## config.mk

```make
export PLATFORM = sky130hd
export DESIGN_NAME = combo_sequencer
export DESIGN_NICKNAME = d
export VERILOG_FILES = /design/src/rtl/combo_sequencer.sv
export SDC_FILE = /design/constraint.sdc
export NUM_CORES = 1
export LEC_CHECK = 0
export ABC_AREA = 1
export CAP_MARGIN = 20
export CORE_MARGIN = 2
export CORE_UTILIZATION = 55
export CTS_CLUSTER_SIZE = 14
export DETAILED_ROUTE_END_ITERATION = 8
export PLACE_DENSITY = 0.74
export SLEW_MARGIN = 30
export SYNTH_ARGS = -nofsm -noshare
export SYNTH_HDL_FRONTEND = slang
export SYNTH_SLANG_ARGS = --single-unit
```

## constraint.sdc

```tcl
create_clock -name Clock -period 2.75 [get_ports Clock]
set_clock_uncertainty 0.1 [all_clocks]
set_input_delay 0.55 -clock Clock [delete_from_list [all_inputs] [get_ports Clock]]
set_output_delay 0.55 -clock Clock [all_outputs]
set_load 0.01 [all_outputs]
```

## src/rtl/combo_sequencer.sv

```systemverilog
// Multi-digit combination lock sequencer: LOCKED / OPEN / PROGRAM / LOCKOUT.
// Optional build macro AUTO_RELOCK_EN adds an idle auto-relock timer in OPEN.
module combo_sequencer #(
   parameter int DIGITS         = 3,
   parameter int MAX_TRIES      = 3,
   parameter int LOCKOUT_CYCLES = 50000000,
   parameter int OPEN_CYCLES    = 250000000
) (
   input  logic                      Clock,
   input  logic                      Reset,
   input  logic                      Enter,
   input  logic                      Change,
   input  logic [3:0]                X,
   output logic                      Open,
   output logic                      New,
   output logic                      Alarm,
   output logic [$clog2(DIGITS):0]   DigitIdx,
   output logic [3:0]                Fails
);

   localparam int IDX_W   = $clog2(DIGITS) + 1;
   localparam int SEL_W   = $clog2(DIGITS);
   localparam int MAX_CYC = (LOCKOUT_CYCLES > OPEN_CYCLES) ? LOCKOUT_CYCLES : OPEN_CYCLES;
   localparam int TMR_W   = (MAX_CYC > 1) ? $clog2(MAX_CYC) : 1;

   localparam logic [IDX_W-1:0] LAST_IDX  = IDX_W'(DIGITS - 1);
   localparam logic [3:0]       MAX_FAILS = 4'(MAX_TRIES);
   localparam logic [TMR_W-1:0] LOCK_LOAD = TMR_W'(LOCKOUT_CYCLES - 1);
`ifdef AUTO_RELOCK_EN
   localparam logic [TMR_W-1:0] OPEN_LAST = TMR_W'(OPEN_CYCLES - 1);
`endif

   localparam logic [1:0] ST_LOCKED  = 2'd0;
   localparam logic [1:0] ST_OPEN    = 2'd1;
   localparam logic [1:0] ST_PROGRAM = 2'd2;
   localparam logic [1:0] ST_LOCKOUT = 2'd3;

   logic [1:0]       state_q, state_d;
   logic [IDX_W-1:0] idx_q, idx_d;
   logic [3:0]       fails_q, fails_d;
   logic             mism_q, mism_d;
   logic [TMR_W-1:0] tmr_q, tmr_d;
   logic [3:0]       combo_q [DIGITS];
   logic [3:0]       stage_q [DIGITS];
   logic             open_q, new_q, alarm_q;
   logic             stage_we, commit, digit_miss;
   logic [SEL_W-1:0] sel;

   function automatic logic [3:0] sat_inc(input logic [3:0] f);
      return (f >= MAX_FAILS) ? MAX_FAILS : f + 4'd1;
   endfunction

   assign sel        = idx_q[SEL_W-1:0];
   assign digit_miss = (X != combo_q[sel]);

   always_comb begin
      state_d  = state_q;
      idx_d    = idx_q;
      fails_d  = fails_q;
      mism_d   = mism_q;
      tmr_d    = tmr_q;
      stage_we = 1'b0;
      commit   = 1'b0;
      case (state_q)
         ST_LOCKED: begin
            if (Enter) begin
               if (idx_q == LAST_IDX) begin
                  idx_d  = '0;
                  mism_d = 1'b0;
                  if (!(mism_q || digit_miss)) begin
                     state_d = ST_OPEN;
                     fails_d = '0;
                     tmr_d   = '0;
                  end else begin
                     fails_d = sat_inc(fails_q);
                     if (fails_d == MAX_FAILS) begin
                        state_d = ST_LOCKOUT;
                        tmr_d   = LOCK_LOAD;
                     end
                  end
               end else begin
                  idx_d  = idx_q + 1'b1;
                  mism_d = mism_q | digit_miss;
               end
            end
         end
         ST_OPEN: begin
            // Change outranks Enter when both arrive together
            if (Change) begin
               state_d = ST_PROGRAM;
               idx_d   = '0;
            end else if (Enter) begin
               state_d = ST_LOCKED;
               idx_d   = '0;
            end
`ifdef AUTO_RELOCK_EN
            else if (tmr_q == OPEN_LAST) begin
               state_d = ST_LOCKED;
               idx_d   = '0;
            end else begin
               tmr_d = tmr_q + 1'b1;
            end
`endif
         end
         ST_PROGRAM: begin
            if (Change) begin
               state_d = ST_OPEN;
               idx_d   = '0;
               tmr_d   = '0;
            end else if (Enter) begin
               if (idx_q == LAST_IDX) begin
                  commit  = 1'b1;
                  state_d = ST_LOCKED;
                  idx_d   = '0;
               end else begin
                  stage_we = 1'b1;
                  idx_d    = idx_q + 1'b1;
               end
            end
         end
         ST_LOCKOUT: begin
            if (tmr_q == '0) begin
               state_d = ST_LOCKED;
               fails_d = '0;
            end else begin
               tmr_d = tmr_q - 1'b1;
            end
         end
         default: state_d = ST_LOCKED;
      endcase
   end

   always_ff @(posedge Clock or posedge Reset) begin
      if (Reset) begin
         state_q <= ST_LOCKED;
         idx_q   <= '0;
         fails_q <= '0;
         mism_q  <= 1'b0;
         tmr_q   <= '0;
         open_q  <= 1'b0;
         new_q   <= 1'b0;
         alarm_q <= 1'b0;
         for (int i = 0; i < DIGITS; i++) begin
            combo_q[i] <= '0;
            stage_q[i] <= '0;
         end
      end else begin
         state_q <= state_d;
         idx_q   <= idx_d;
         fails_q <= fails_d;
         mism_q  <= mism_d;
         tmr_q   <= tmr_d;
         open_q  <= (state_d == ST_OPEN) || (state_d == ST_PROGRAM);
         new_q   <= (state_d == ST_PROGRAM);
         alarm_q <= (state_d == ST_LOCKOUT);
         if (stage_we)
            stage_q[sel] <= X;
         // Last digit comes straight from X so the whole combo swaps in one edge
         if (commit) begin
            for (int i = 0; i < DIGITS - 1; i++)
               combo_q[i] <= stage_q[i];
            combo_q[DIGITS-1] <= X;
         end
      end
   end

   assign Open     = open_q;
   assign New      = new_q;
   assign Alarm    = alarm_q;
   assign DigitIdx = idx_q;
   assign Fails    = fails_q;

endmodule

```

==> impl_metrics.tcl <==
set metrics [dict create \
    status "completed" \
    setup_viol 0 \
    unrepaired_setup_endpoints_after_global_routing "false" \
    ant_nets 0 \
    final.min_clock_period_ps 2350 \
    cts_root_buf "sky130_fd_sc_hd__clkbuf_8" \
    sequential_cell_area_sq_mm 0.00153 \
    worstPathMaxFanout 28 \
    mappedNetlistArea_sq_mm 0.00381 \
    critical_path.most_common_cell "sky130_fd_sc_hd__inv_2" \
    finish.net_count 589 \
    compound_gate_portion_of_the_synthesized_area 0.0797 \
    die_x_um 87.3 \
    post_synth_and_or_nand_nor_area_fraction 0.385 \
    grtUsageTotal 0.253 \
    totalPowerFinal_uw 4940 \
    cpMaxStageDelayCell "sky130_fd_sc_hd__dfrtp_1" \
    synth.mux.area_fraction 0.0118 \
    instances_no_fill 658 \
    post_dp_cell_area_sq_mm 0.00407 \
    drt_first_iter_violations 184 \
    critPathKind "reg2reg" \
    place_congestion 0.871 \
    timing.critical_path.required_ps 2880 \
    internal-power_uw 2520 \
    routed_wirelength_um 8600 \
    clk_pin_slew_worst_paths_ps 80 \
    p_leak_uw 0.00214 \
    min_period_over_period 0.853 \
    drv_cap 0 \
    first_pass_grt_wire_length_um 15300 \
    worst_ep_arrival_time_ps 2480 \
    antenna-diode-count 0 \
    cells_traversed_along_the_worst_timing_path "inv_2 > nor2_2 > nand2_2 > inv_2 > nand2_2 > inv_2 > nor2_2 > inv_2 > nand2_1 > inv_2 > nand2_2 > inv_2 > nand2_4 > nand2_1 > nand2_1" \
    remaining_drc_errors 0 \
    routed_length_per_instance_um 13.1 \
    num_io_pins 18 \
    grt_start_max_net_pins 29 \
    h_tree_depth_reported_by_cts 3 \
    finalHoldViolations 0 \
    portion_of_total_power_attributed_to_the_clock_network 0.148 \
    vias 3489 \
    max-clock-path-buffers 2 \
    route.detailed.vias_per_inst 5.30 \
    fillCellCount 623 \
    drive_gt1_frac 0.106 \
    initial_utilization 0.564 \
    clock_insertion_delay_worst_skew_ps 350 \
    worst_ir_drop_vdd_uv 766 \
    worstSetupStartpointType "register" \
    synthesis.yosys.warnings 0 \
    post_synth_xor_area_fraction 0.0138 \
    cts-hold-fix-buffers 0 \
    maxSlewHeadroom 0.644 \
    fin_setup_tns_ps 0 \
    yosys.area_share.adder 0.0262 \
    inserted_clock_buffers 9 \
    peak_clock_frequency_supported_by_timing_ghz 0.426 \
    cts_num_sinks 61 \
    post-cts-setup-buffer-count 0 \
    synth_top_family_by_area "simple AND/OR/NAND/NOR gates" \
    postSynthCellCount 549 \
    max_slew.worst_pin.slew_ps 533 \
    hpwlAfterDp_um 6150 \
    power.switching_fraction 0.490 \
    i_o_buffers 17 \
    initial_antenna_violation_count 0 \
    multi_input_comb_area_sq_mm 0.00197 \
    cts_tree "built" \
    portion_of_total_power_attributed_to_combinational_logic 0.530 \
    cell_count_after_placement 642 \
    timing.final.max_slew_violations 0 \
    syn_avg_cell_area_sq_um 6.95 \
    fraction_of_the_yosys_area_taken_by_sequential_cells 0.400 \
    finalInstanceArea_sq_mm 0.00425 \
    synth-seq-cells 61 \
    std_cell_rows 30 \
    via_count_of_the_first_global_routing_pass 3462 \
    net_count_after_synthesis 565 \
    synthToLayoutAreaGrowth_pct 11.4 \
    first_pass_iters 5 \
    p_per_cell_area_mw_per_mm2 1160 \
    power.share.sequential 0.322 \
    timing.critical_path.to_type "register" \
    critical-path-max-stage-delay_ps 600 \
    post_synthesis_cell_type_count 35 \
    placeableCoreArea_sq_mm 0.00676 \
    die-area_sq_mm 0.00762 \
    switching_power_uw 2420 \
    postLayoutCoreUtil 0.629 \
    global_route.overflow_total 0 \
    hold_removal_path_class "in2async" \
    cts_resized 0 \
    die_h_um 87.3 \
]
## metrics by stage
stage          worst slack [ps]  hold slack (ps)
6_report                    404              387
5_1_grt                     177              415
4_1_cts                     414              391
3_5_place_dp                351              373
3_3_place_gp                396              364
2_1_floorplan               587              349
## final timing paths
check                            start  cells past startpoint           to  slack, ps
max                        DigitIdx[1]                     15    tmr_q[20]        400
min                              Reset                      2     tmr_q[1]        390
max reg2reg                DigitIdx[1]                     15    tmr_q[20]        400
min reg2reg                stage_q[11]                      2  stage_q[11]        390
max in group asynchronous        Reset                      3   stage_q[8]       1520
min in group Clock         stage_q[11]                      2  stage_q[11]        390
## layout make-up
class / count / area share
Multi-Input combinational cell: 413 / 0.464
Sequential cell: 61 / 0.359
Timing Repair Buffer: 26 / 0.0560
Inverter: 62 / 0.0548
Clock buffer: 11 / 0.0333
Tap cell: 80 / 0.0236
Clock inverter: 5 / 0.00854
## placed cells by master (no fill, tap or decap), types with 4 or more instances in the layout
cell	instances
sky130_fd_sc_hd__clkdlybuf4s50_1	17
sky130_fd_sc_hd__a21oi_1	17
sky130_fd_sc_hd__o21ai_0	29
sky130_fd_sc_hd__mux2_2	4
sky130_fd_sc_hd__clkbuf_8	10
sky130_fd_sc_hd__nand2_2	5
sky130_fd_sc_hd__nand4_1	10
sky130_fd_sc_hd__nand3_1	41
sky130_fd_sc_hd__dfrtp_1	61
sky130_fd_sc_hd__xor2_1	4
sky130_fd_sc_hd__nor2_1	69
sky130_fd_sc_hd__nor2_2	6
sky130_fd_sc_hd__inv_2	8
sky130_fd_sc_hd__nand3_2	5
sky130_fd_sc_hd__nand2_1	190
sky130_fd_sc_hd__inv_1	54
sky130_fd_sc_hd__ha_1	8
sky130_fd_sc_hd__nor3_1	4
sky130_fd_sc_hd__buf_4	9
## synth_stat cells (all sizes together)
| cell | n | area [sq um] |
|---|---|---|
| a21o | 1 | 7.51 |
| o21bai | 1 | 7.51 |
| mux2 | 4 | 45.0 |
| nand4 | 10 | 62.6 |
| nor4 | 3 | 18.8 |
| nand2 | 196 | 756 |
| o21ai | 29 | 145 |
| a2111oi | 1 | 8.76 |
| nand3 | 47 | 273 |
| inv | 62 | 233 |
| clkbuf | 5 | 18.8 |
| a211oi | 1 | 7.51 |
| a31o | 2 | 17.5 |
| dfrtp | 61 | 1530 |
| nand3b | 1 | 7.51 |
| nor3 | 4 | 20.0 |
| o2111ai | 1 | 8.76 |
| ha | 8 | 100 |
| nor2 | 76 | 308 |
| and3 | 1 | 6.26 |
| or2 | 3 | 18.8 |
| buf | 8 | 63.8 |
| a21oi | 18 | 101 |
| xor2 | 4 | 35.0 |
| xnor2 | 2 | 17.5 |
## power by group through the flow
stage / clock network [uW] / logic [uW] / registers (uW)
6_report: 730 / 2620 / 1590
3_3_place_gp: 0 / 2550 / 1590
3_5_place_dp: 0 / 2620 / 1600
5_1_grt: 788 / 3040 / 1640
4_1_cts: 749 / 2640 / 1590
2_1_floorplan: 0 / 2090 / 1520
## state kept, by name, summed over array words and instances (netlist names)
signal and cells:
tmr_q 28, Alarm 1, combo_q 12, mism_q 1, state_q 2, Fails 4, stage_q 8, New 1
Open 1, DigitIdx 3
## critical path: cells and delay by family (launching register included)
family	cells	cell delay [ps]
simple gates	9	910
flops	1	600
buf+inv	6	600
## per-layer routing
metal / global-route usage / vias to the layer above / routed length (um)
li1: - / 1784 / -
met1: 0.328 / 1597 / 4060
met2: 0.415 / 88 / 3970
met3: 0.0417 / 20 / 366
met4: 0.109 / 0 / 205
met5: 0 / - / 0
## cell families (layout without fill, tap and decap cells)
kind of cell,after synthesis,count (layout)
XOR/XNOR,6,6
buffers and inverters,75,104
flip-flops,61,61
multiplexers,4,4
adder cells (fa/ha/maj),8,8
AND/OR/NAND/NOR,341,341
AO/OA/AOI/OAI,54,54
No activity file was read; power rests on OpenSTA's default activity.
